`src/rtl/cmp_share_arbiter_if.sv`:
```
// Bundle of requester-side and comparator-side signals for the shared
// 3-bit comparator arbiter. The arbiter uses the slave modport; whoever
// supplies requests, operands and the comparator outputs uses master.
interface cmp_share_arbiter_if #(
    parameter int NREQ = 4
);
    logic [NREQ-1:0]   req;
    logic [3*NREQ-1:0] a_in;
    logic [3*NREQ-1:0] b_in;
    logic [NREQ-1:0]   gnt;
    logic [NREQ-1:0]   done;
    logic [2:0]        res;
    logic              res_err;
    logic [2:0]        cmp_X;
    logic [2:0]        cmp_Y;
    logic              cmp_xgty;
    logic              cmp_xlty;
    logic              cmp_xeqy;

    modport slave (
        input  req, a_in, b_in, cmp_xgty, cmp_xlty, cmp_xeqy,
        output gnt, done, res, res_err, cmp_X, cmp_Y
    );

    modport master (
        output req, a_in, b_in, cmp_xgty, cmp_xlty, cmp_xeqy,
        input  gnt, done, res, res_err, cmp_X, cmp_Y
    );
endinterface

```
`src/rtl/cmp_share_arbiter.sv`:
```
// Round-robin arbiter/sequencer sharing one external 3-bit magnitude
// comparator among NREQ requesters. Operands of the winner are latched onto
// the comparator, held for SETTLE cycles, then the {gt,lt,eq} result is
// sampled, checked for one-hotness and returned with a one-cycle done pulse.
module cmp_share_arbiter #(
    parameter int NREQ   = 4,
    parameter int SETTLE = 2
) (
    input logic             clk,
    input logic             rst,
    cmp_share_arbiter_if.slave bus
);
    localparam int PW = (NREQ > 1) ? $clog2(NREQ) : 1;
    localparam int CW = (SETTLE > 1) ? $clog2(SETTLE) : 1;

    typedef enum logic [1:0] {
        ST_IDLE   = 2'd0,
        ST_SETTLE = 2'd1,
        ST_DONE   = 2'd2
    } state_t;

    state_t            state_q, state_d;
    logic [PW-1:0]     ptr_q, ptr_d;
    logic [CW-1:0]     cnt_q, cnt_d;
    logic [NREQ-1:0]   gnt_q, gnt_d;
    logic [NREQ-1:0]   done_q, done_d;
    logic [2:0]        res_q, res_d;
    logic              err_q, err_d;
    logic [2:0]        x_q, x_d;
    logic [2:0]        y_q, y_d;

    logic              found;
    logic [PW-1:0]     win;
    logic [2:0]        sample;

    // A valid comparator answer has exactly one of gt/lt/eq set.
    function automatic logic is_onehot3(input logic [2:0] v);
        return (v == 3'b001) || (v == 3'b010) || (v == 3'b100);
    endfunction

    assign sample = {bus.cmp_xgty, bus.cmp_xlty, bus.cmp_xeqy};

    // Round-robin search starting just after the last winner, wrapping.
    always_comb begin
        int idx;
        idx   = 0;
        found = 1'b0;
        win   = '0;
        for (int i = 1; i <= NREQ; i++) begin
            idx = int'(ptr_q) + i;
            if (idx >= NREQ) idx = idx - NREQ;
            if (!found && bus.req[PW'(idx)]) begin
                found = 1'b1;
                win   = PW'(idx);
            end
        end
    end

    // Next-state and next-output computation for the grant/settle/done sequence.
    always_comb begin
        state_d = state_q;
        ptr_d   = ptr_q;
        cnt_d   = cnt_q;
        gnt_d   = gnt_q;
        done_d  = '0;
        res_d   = res_q;
        err_d   = err_q;
        x_d     = x_q;
        y_d     = y_q;
        unique case (state_q)
            ST_IDLE: begin
                if (found) begin
                    gnt_d = '0;
                    for (int j = 0; j < NREQ; j++) begin
                        if (PW'(j) == win) begin
                            x_d      = bus.a_in[3*j +: 3];
                            y_d      = bus.b_in[3*j +: 3];
                            gnt_d[j] = 1'b1;
                        end
                    end
                    ptr_d   = win;
                    cnt_d   = CW'(SETTLE - 1);
                    state_d = ST_SETTLE;
                end
            end
            ST_SETTLE: begin
                if (cnt_q == '0) begin
                    res_d = sample;
                    err_d = !is_onehot3(sample);
                    for (int j = 0; j < NREQ; j++) begin
                        if (PW'(j) == ptr_q) done_d[j] = 1'b1;
                    end
                    state_d = ST_DONE;
                end else begin
                    cnt_d = cnt_q - CW'(1);
                end
            end
            ST_DONE: begin
                gnt_d   = '0;
                state_d = ST_IDLE;
            end
            default: begin
                gnt_d   = '0;
                state_d = ST_IDLE;
            end
        endcase
    end

    // State and registered outputs; reset aborts any compare in flight.
    always_ff @(posedge clk) begin
        if (rst) begin
            state_q <= ST_IDLE;
            ptr_q   <= PW'(NREQ - 1);
            cnt_q   <= '0;
            gnt_q   <= '0;
            done_q  <= '0;
            res_q   <= '0;
            err_q   <= 1'b0;
            x_q     <= '0;
            y_q     <= '0;
        end else begin
            state_q <= state_d;
            ptr_q   <= ptr_d;
            cnt_q   <= cnt_d;
            gnt_q   <= gnt_d;
            done_q  <= done_d;
            res_q   <= res_d;
            err_q   <= err_d;
            x_q     <= x_d;
            y_q     <= y_d;
        end
    end

    assign bus.gnt     = gnt_q;
    assign bus.done    = done_q;
    assign bus.res     = res_q;
    assign bus.res_err = err_q;
    assign bus.cmp_X   = x_q;
    assign bus.cmp_Y   = y_q;
endmodule

```
`src/flat_wrapper.sv`:
```
// flat-port wrapper written by rule: the top's interface ports become plain ports
module cmp_share_arbiter_flat 
#(
    parameter int NREQ   = 4,
    parameter int SETTLE = 2
)
  (clk, rst, bus_req, bus_a_in, bus_b_in, bus_cmp_xgty, bus_cmp_xlty, bus_cmp_xeqy, bus_gnt, bus_done, bus_res, bus_res_err, bus_cmp_X, bus_cmp_Y);
  cmp_share_arbiter_if #(.NREQ(NREQ)) bus_i ();
  input logic clk;
  input logic rst;
  input wire logic [$bits(bus_i.req)-1:0] bus_req;
  input wire logic [$bits(bus_i.a_in)-1:0] bus_a_in;
  input wire logic [$bits(bus_i.b_in)-1:0] bus_b_in;
  input wire logic [$bits(bus_i.cmp_xgty)-1:0] bus_cmp_xgty;
  input wire logic [$bits(bus_i.cmp_xlty)-1:0] bus_cmp_xlty;
  input wire logic [$bits(bus_i.cmp_xeqy)-1:0] bus_cmp_xeqy;
  output wire logic [$bits(bus_i.gnt)-1:0] bus_gnt;
  output wire logic [$bits(bus_i.done)-1:0] bus_done;
  output wire logic [$bits(bus_i.res)-1:0] bus_res;
  output wire logic [$bits(bus_i.res_err)-1:0] bus_res_err;
  output wire logic [$bits(bus_i.cmp_X)-1:0] bus_cmp_X;
  output wire logic [$bits(bus_i.cmp_Y)-1:0] bus_cmp_Y;
  assign bus_i.req = bus_req;
  assign bus_i.a_in = bus_a_in;
  assign bus_i.b_in = bus_b_in;
  assign bus_i.cmp_xgty = bus_cmp_xgty;
  assign bus_i.cmp_xlty = bus_cmp_xlty;
  assign bus_i.cmp_xeqy = bus_cmp_xeqy;
  assign bus_gnt = bus_i.gnt;
  assign bus_done = bus_i.done;
  assign bus_res = bus_i.res;
  assign bus_res_err = bus_i.res_err;
  assign bus_cmp_X = bus_i.cmp_X;
  assign bus_cmp_Y = bus_i.cmp_Y;
  cmp_share_arbiter #(.NREQ(NREQ), .SETTLE(SETTLE)) u_core (.clk(clk), .rst(rst), .bus(bus_i));
endmodule
```
`config.mk`:
```
export PLATFORM = sky130hd
export DESIGN_NAME = cmp_share_arbiter_flat
export DESIGN_NICKNAME = d
export VERILOG_FILES = /design/src/rtl/cmp_share_arbiter_if.sv /design/src/rtl/cmp_share_arbiter.sv /design/src/flat_wrapper.sv
export SDC_FILE = /design/constraint.sdc
export NUM_CORES = 1
export LEC_CHECK = 0
export CAP_MARGIN = 20
export CORE_ASPECT_RATIO = 1.25
export CORE_UTILIZATION = 47
export CTS_CLUSTER_DIAMETER = 80
export DETAILED_ROUTE_END_ITERATION = 8
export PLACE_DENSITY = 0.85
export SLEW_MARGIN = 20
export SYNTH_ARGS = -nofsm -noshare
export SYNTH_HDL_FRONTEND = slang
export SYNTH_SLANG_ARGS = --single-unit
```
`constraint.sdc`:
```
create_clock -name clk -period 8.35 [get_ports clk]
set_input_delay 1.67 -clock clk [delete_from_list [all_inputs] [get_ports clk]]
set_output_delay 1.67 -clock clk [all_outputs]
set_load 0.1 [all_outputs]
```
==> run_summary.xml <==
<?xml version="1.0" encoding="UTF-8"?>
<metrics>
  <group name="synthesis">
    <metric name="yosysUniqueCellTypes" unit="">33</metric>
    <metric name="ys_top_cells_by_area" unit="">sky130_fd_sc_hd__dfxtp_1 34%, sky130_fd_sc_hd__mux2i_1 15%, sky130_fd_sc_hd__a221oi_2 6.7%</metric>
    <metric name="synth_largest_area_cell" unit="">sky130_fd_sc_hd__dfxtp_1</metric>
    <metric name="share_of_flip_flops_with_an_asynchronous_set_or_reset" unit="%">0</metric>
    <metric name="yosysWarnings" unit="">0</metric>
    <metric name="netlist_area" unit="um2">1340</metric>
    <metric name="count_of_mapped_cells_out_of_synthesis" unit="">129</metric>
    <metric name="syn-num-nets" unit="">166</metric>
    <metric name="ys_dominant_reg_cell" unit="">sky130_fd_sc_hd__dfxtp_1</metric>
    <metric name="seq_area_frac_synth" unit="%">34.4</metric>
    <metric name="ys_ff_latch" unit="">23</metric>
    <metric name="number_of_flops_mapped_to_enable_cells_by_yosys" unit="">0</metric>
    <metric name="synth.avg_cell_area" unit="um2">10.4</metric>
    <metric name="synthDominantCellAreaShare" unit="%">34.4</metric>
  </group>
  <group name="clock_tree">
    <metric name="cts-htree-levels" unit="">1</metric>
    <metric name="ctsHoldBuffers" unit="">0</metric>
    <metric name="cts_root_buf" unit="">sky130_fd_sc_hd__clkbuf_4</metric>
    <metric name="cts-root-to-sink-buffers" unit="">2</metric>
    <metric name="insertion_delay" unit="ns">0.30</metric>
    <metric name="tritoncts.num_buffers" unit="">3</metric>
    <metric name="post-cts-setup-buffers" unit="">0</metric>
    <metric name="clock-sinks" unit="">23</metric>
    <metric name="cts_resized" unit="">0</metric>
    <metric name="cts_tree" unit="">yes</metric>
    <metric name="clkSlewWorstSetupHoldPaths" unit="ns">0.12</metric>
  </group>
  <group name="placement">
    <metric name="post-dp-hpwl" unit="um">2480</metric>
    <metric name="placed_cells_incl_taps" unit="">205</metric>
    <metric name="placed_cell_area" unit="um2">1820</metric>
    <metric name="gp_routability_congestion" unit="">0.849</metric>
    <metric name="pre_cts_ws" unit="ns">3.94</metric>
    <metric name="buffer_ports.inserted" unit="">50</metric>
  </group>
  <group name="global_routing">
    <metric name="track_usage" unit="%">21.3</metric>
    <metric name="number_of_antenna_violations_at_the_first_check_in_global_routing" unit="">0</metric>
    <metric name="grt_first_pass_wirelength" unit="um">5000</metric>
    <metric name="pin_count_of_the_biggest_net_entering_global_routing" unit="">20</metric>
    <metric name="grt_remaining_overflow" unit="">0</metric>
    <metric name="first_global_vias" unit="">1245</metric>
  </group>
  <group name="setup_path">
    <metric name="critical_path.reg2reg.startpoint" unit="">u_core.ptr_q[0]$_SDFFE_PP1P_</metric>
    <metric name="critical-path-slowest-cell" unit="">sky130_fd_sc_hd__o311a_1</metric>
    <metric name="worstPathCellList" unit="">clkdlybuf4s50_1 -&gt; mux4_1 -&gt; o32ai_1 -&gt; o311a_1 -&gt; mux2i_1 -&gt; a221oi_2</metric>
    <metric name="startpoint" unit="">bus_req[3]</metric>
    <metric name="worst_setup_path_start_kind" unit="">input pin</metric>
    <metric name="timing.critical_path.fanout_max" unit="">17</metric>
    <metric name="critical_path.n_buffers_inverters" unit="">1</metric>
    <metric name="nature_of_the_critical_path_endpoint" unit="">register</metric>
    <metric name="path_class" unit="">in2reg</metric>
    <metric name="crit_arrival" unit="ns">4.30</metric>
    <metric name="cp_data_required_time" unit="ns">8.57</metric>
    <metric name="timing.critical_path.max_delay_family" unit="">compound AO/OA/AOI/OAI gates</metric>
    <metric name="r2r_setup_slack" unit="ns">4.76</metric>
    <metric name="slowest_delay" unit="ns">0.77</metric>
  </group>
  <group name="drt">
    <metric name="drt_first_pass_iters" unit="">5</metric>
    <metric name="remaining_drc_errors" unit="">0</metric>
    <metric name="via_count" unit="">1191</metric>
    <metric name="route.final.wire_length" unit="um">3160</metric>
    <metric name="detail-route-antenna-nets" unit="">0</metric>
    <metric name="drtIter0Drc" unit="">25</metric>
    <metric name="routedWlPerCell" unit="um">15.1</metric>
    <metric name="post_drt_via_cell_ratio" unit="">5.70</metric>
  </group>
  <group name="die">
    <metric name="die_h" unit="um">61.6</metric>
    <metric name="rows" unit="">21</metric>
    <metric name="die_area" unit="um2">3060</metric>
    <metric name="ios" unit="">51</metric>
    <metric name="floorplan.initialDensity" unit="%">49.9</metric>
    <metric name="core_area" unit="um2">2680</metric>
    <metric name="dieWidth" unit="um">49.7</metric>
  </group>
  <group name="sta">
    <metric name="worst_hold_slack" unit="ns">0.463</metric>
    <metric name="fin_skew" unit="ns">0.00356</metric>
    <metric name="timing.final.crit_share" unit="%">48.8</metric>
    <metric name="fin_ws" unit="ns">4.27</metric>
    <metric name="max_freq" unit="MHz">245</metric>
    <metric name="final-max-slew-violation-count" unit="">0</metric>
    <metric name="setup_viol" unit="">0</metric>
    <metric name="final_hold_violation_count" unit="">0</metric>
    <metric name="layout_min_cycle_time" unit="ns">4.08</metric>
    <metric name="rsz_0062_raised_after_global_routing" unit="">false</metric>
    <metric name="slew_headroom" unit="%">34.3</metric>
    <metric name="tns" unit="ns">0</metric>
    <metric name="tightest_slew" unit="ns">0.983</metric>
  </group>
  <group name="layout">
    <metric name="utilization" unit="%">69.0</metric>
    <metric name="layout-drive-gt1-share" unit="%">9.14</metric>
    <metric name="number_of_antenna_cells_inserted" unit="">0</metric>
    <metric name="postLayoutCellArea" unit="um2">1850</metric>
    <metric name="fin_cells" unit="">209</metric>
    <metric name="fin_nets" unit="">213</metric>
    <metric name="area.growth.synth_to_final" unit="%">38.2</metric>
  </group>
  <group name="min_path">
    <metric name="min-delay-path-class" unit="">reg2reg</metric>
    <metric name="min-delay-start" unit="">u_core.bus.gnt[1]$_SDFFE_PP0P_</metric>
  </group>
  <group name="power">
    <metric name="vdd_drop_max" unit="mV">0.271</metric>
    <metric name="p_per_area" unit="nW/um2">435</metric>
    <metric name="design_power_total" unit="mW">0.804</metric>
    <metric name="p_leak" unit="nW">0.719</metric>
  </group>
  <group name="run">
    <metric name="max_cap_viols" unit="">0</metric>
  </group>
  <group name="status">
    <metric name="run_status" unit="">completed</metric>
  </group>
</metrics>
==> worst min-delay path: stages (launching register included) <==
cell and delay (ns):
sky130_fd_sc_hd__dfxtp_1 0.33, sky130_fd_sc_hd__nand2_1 0.05, sky130_fd_sc_hd__a21oi_1 0.05
==> final cells by class <==
type                       count  area [um2]
inverter                       3        13.8
multi-input combinational     95         805
timing repair buffer          50         500
sequential                    23         460
tap                           34        42.5
clock buffer                   4        26.3
fill                         230         832
==> cells by family (layout without fill, tap and decap cells) <==
logic type	Yosys count	count (layout)	share of synthesized area, %
compound gates	31	31	20.2
xor+xnor	1	1	0.655
fa+ha+maj	4	4	3.74
buf+inv	11	57	5.43
flops	23	23	34.4
mux	24	24	22.0
simple gates	35	35	13.6
==> report_power, final <==
part	switching, mW	leakage (nW)	internal (mW)
clock network	0.0311	0.0150	0.0186
logic	0.379	0.515	0.196
registers	0.0357	0.189	0.144
total	0.445	0.719	0.358
==> final timing paths <==
kind | to | cells after the start
worst max-delay path | u_core.bus.cmp_X[0]$_SDFFE_PP0P_ | 6
worst min register to register | u_core.bus.gnt[1]$_SDFFE_PP0P_ | 2
worst min-delay path | u_core.bus.gnt[1]$_SDFFE_PP0P_ | 2
worst max register to register | u_core.bus.cmp_X[0]$_SDFFE_PP0P_ | 7
==> sequential cells by signal, indices dropped and copies added (netlist names) <==
signal / cells
u_core.bus.done: 4
u_core.bus.gnt: 4
u_core.bus.cmp_X: 3
u_core.bus.cmp_Y: 3
u_core.bus.res: 3
u_core.ptr_q: 2
u_core.state_q: 2
u_core.bus.res_err: 1
u_core.cnt_q: 1
==> Yosys cell counts, types with 2 or more instances <==
library cell and instances:
sky130_fd_sc_hd__and2_1 6, sky130_fd_sc_hd__a221oi_2 6, sky130_fd_sc_hd__buf_2 2, sky130_fd_sc_hd__inv_1 2
sky130_fd_sc_hd__o21ai_0 2, sky130_fd_sc_hd__nor3_1 3, sky130_fd_sc_hd__o21bai_1 7, sky130_fd_sc_hd__clkbuf_1 2
sky130_fd_sc_hd__mux2i_1 20, sky130_fd_sc_hd__nand3b_1 2, sky130_fd_sc_hd__ha_1 4, sky130_fd_sc_hd__a21oi_1 5
sky130_fd_sc_hd__nor2b_1 3, sky130_fd_sc_hd__nor2_1 14, sky130_fd_sc_hd__dfxtp_1 23, sky130_fd_sc_hd__mux4_2 3
sky130_fd_sc_hd__a221oi_1 2, sky130_fd_sc_hd__o21ai_1 2, sky130_fd_sc_hd__buf_6 3, sky130_fd_sc_hd__nand2_1 5
==> cell usage in the layout (no fill, tap or decap), types with 2 or more instances in the layout <==
cell                               n
sky130_fd_sc_hd__a21oi_1           5
sky130_fd_sc_hd__a221oi_1          2
sky130_fd_sc_hd__a221oi_2          6
sky130_fd_sc_hd__and2_1            6
sky130_fd_sc_hd__clkbuf_4          3
sky130_fd_sc_hd__clkdlybuf4s50_1  50
sky130_fd_sc_hd__dfxtp_1          23
sky130_fd_sc_hd__ha_1              4
sky130_fd_sc_hd__inv_1             2
sky130_fd_sc_hd__mux2i_1          20
sky130_fd_sc_hd__mux4_2            3
sky130_fd_sc_hd__nand2_1           5
sky130_fd_sc_hd__nand3b_1          2
sky130_fd_sc_hd__nor2_1           14
sky130_fd_sc_hd__nor2b_1           3
sky130_fd_sc_hd__nor3_1            3
sky130_fd_sc_hd__o21ai_0           2
sky130_fd_sc_hd__o21ai_1           2
sky130_fd_sc_hd__o21bai_1          7
==> layer usage <==
metal | up-vias | track usage (%) | part of all wire (%)
met5 | - | 0 | 0
met3 | 4 | 4.69 | 6.5
met4 | 0 | 7.35 | 0.76
met1 | 555 | 20.7 | 37
li1 | 572 | - | -
met2 | 60 | 44.0 | 56
Power figures use the tool's default switching activity.
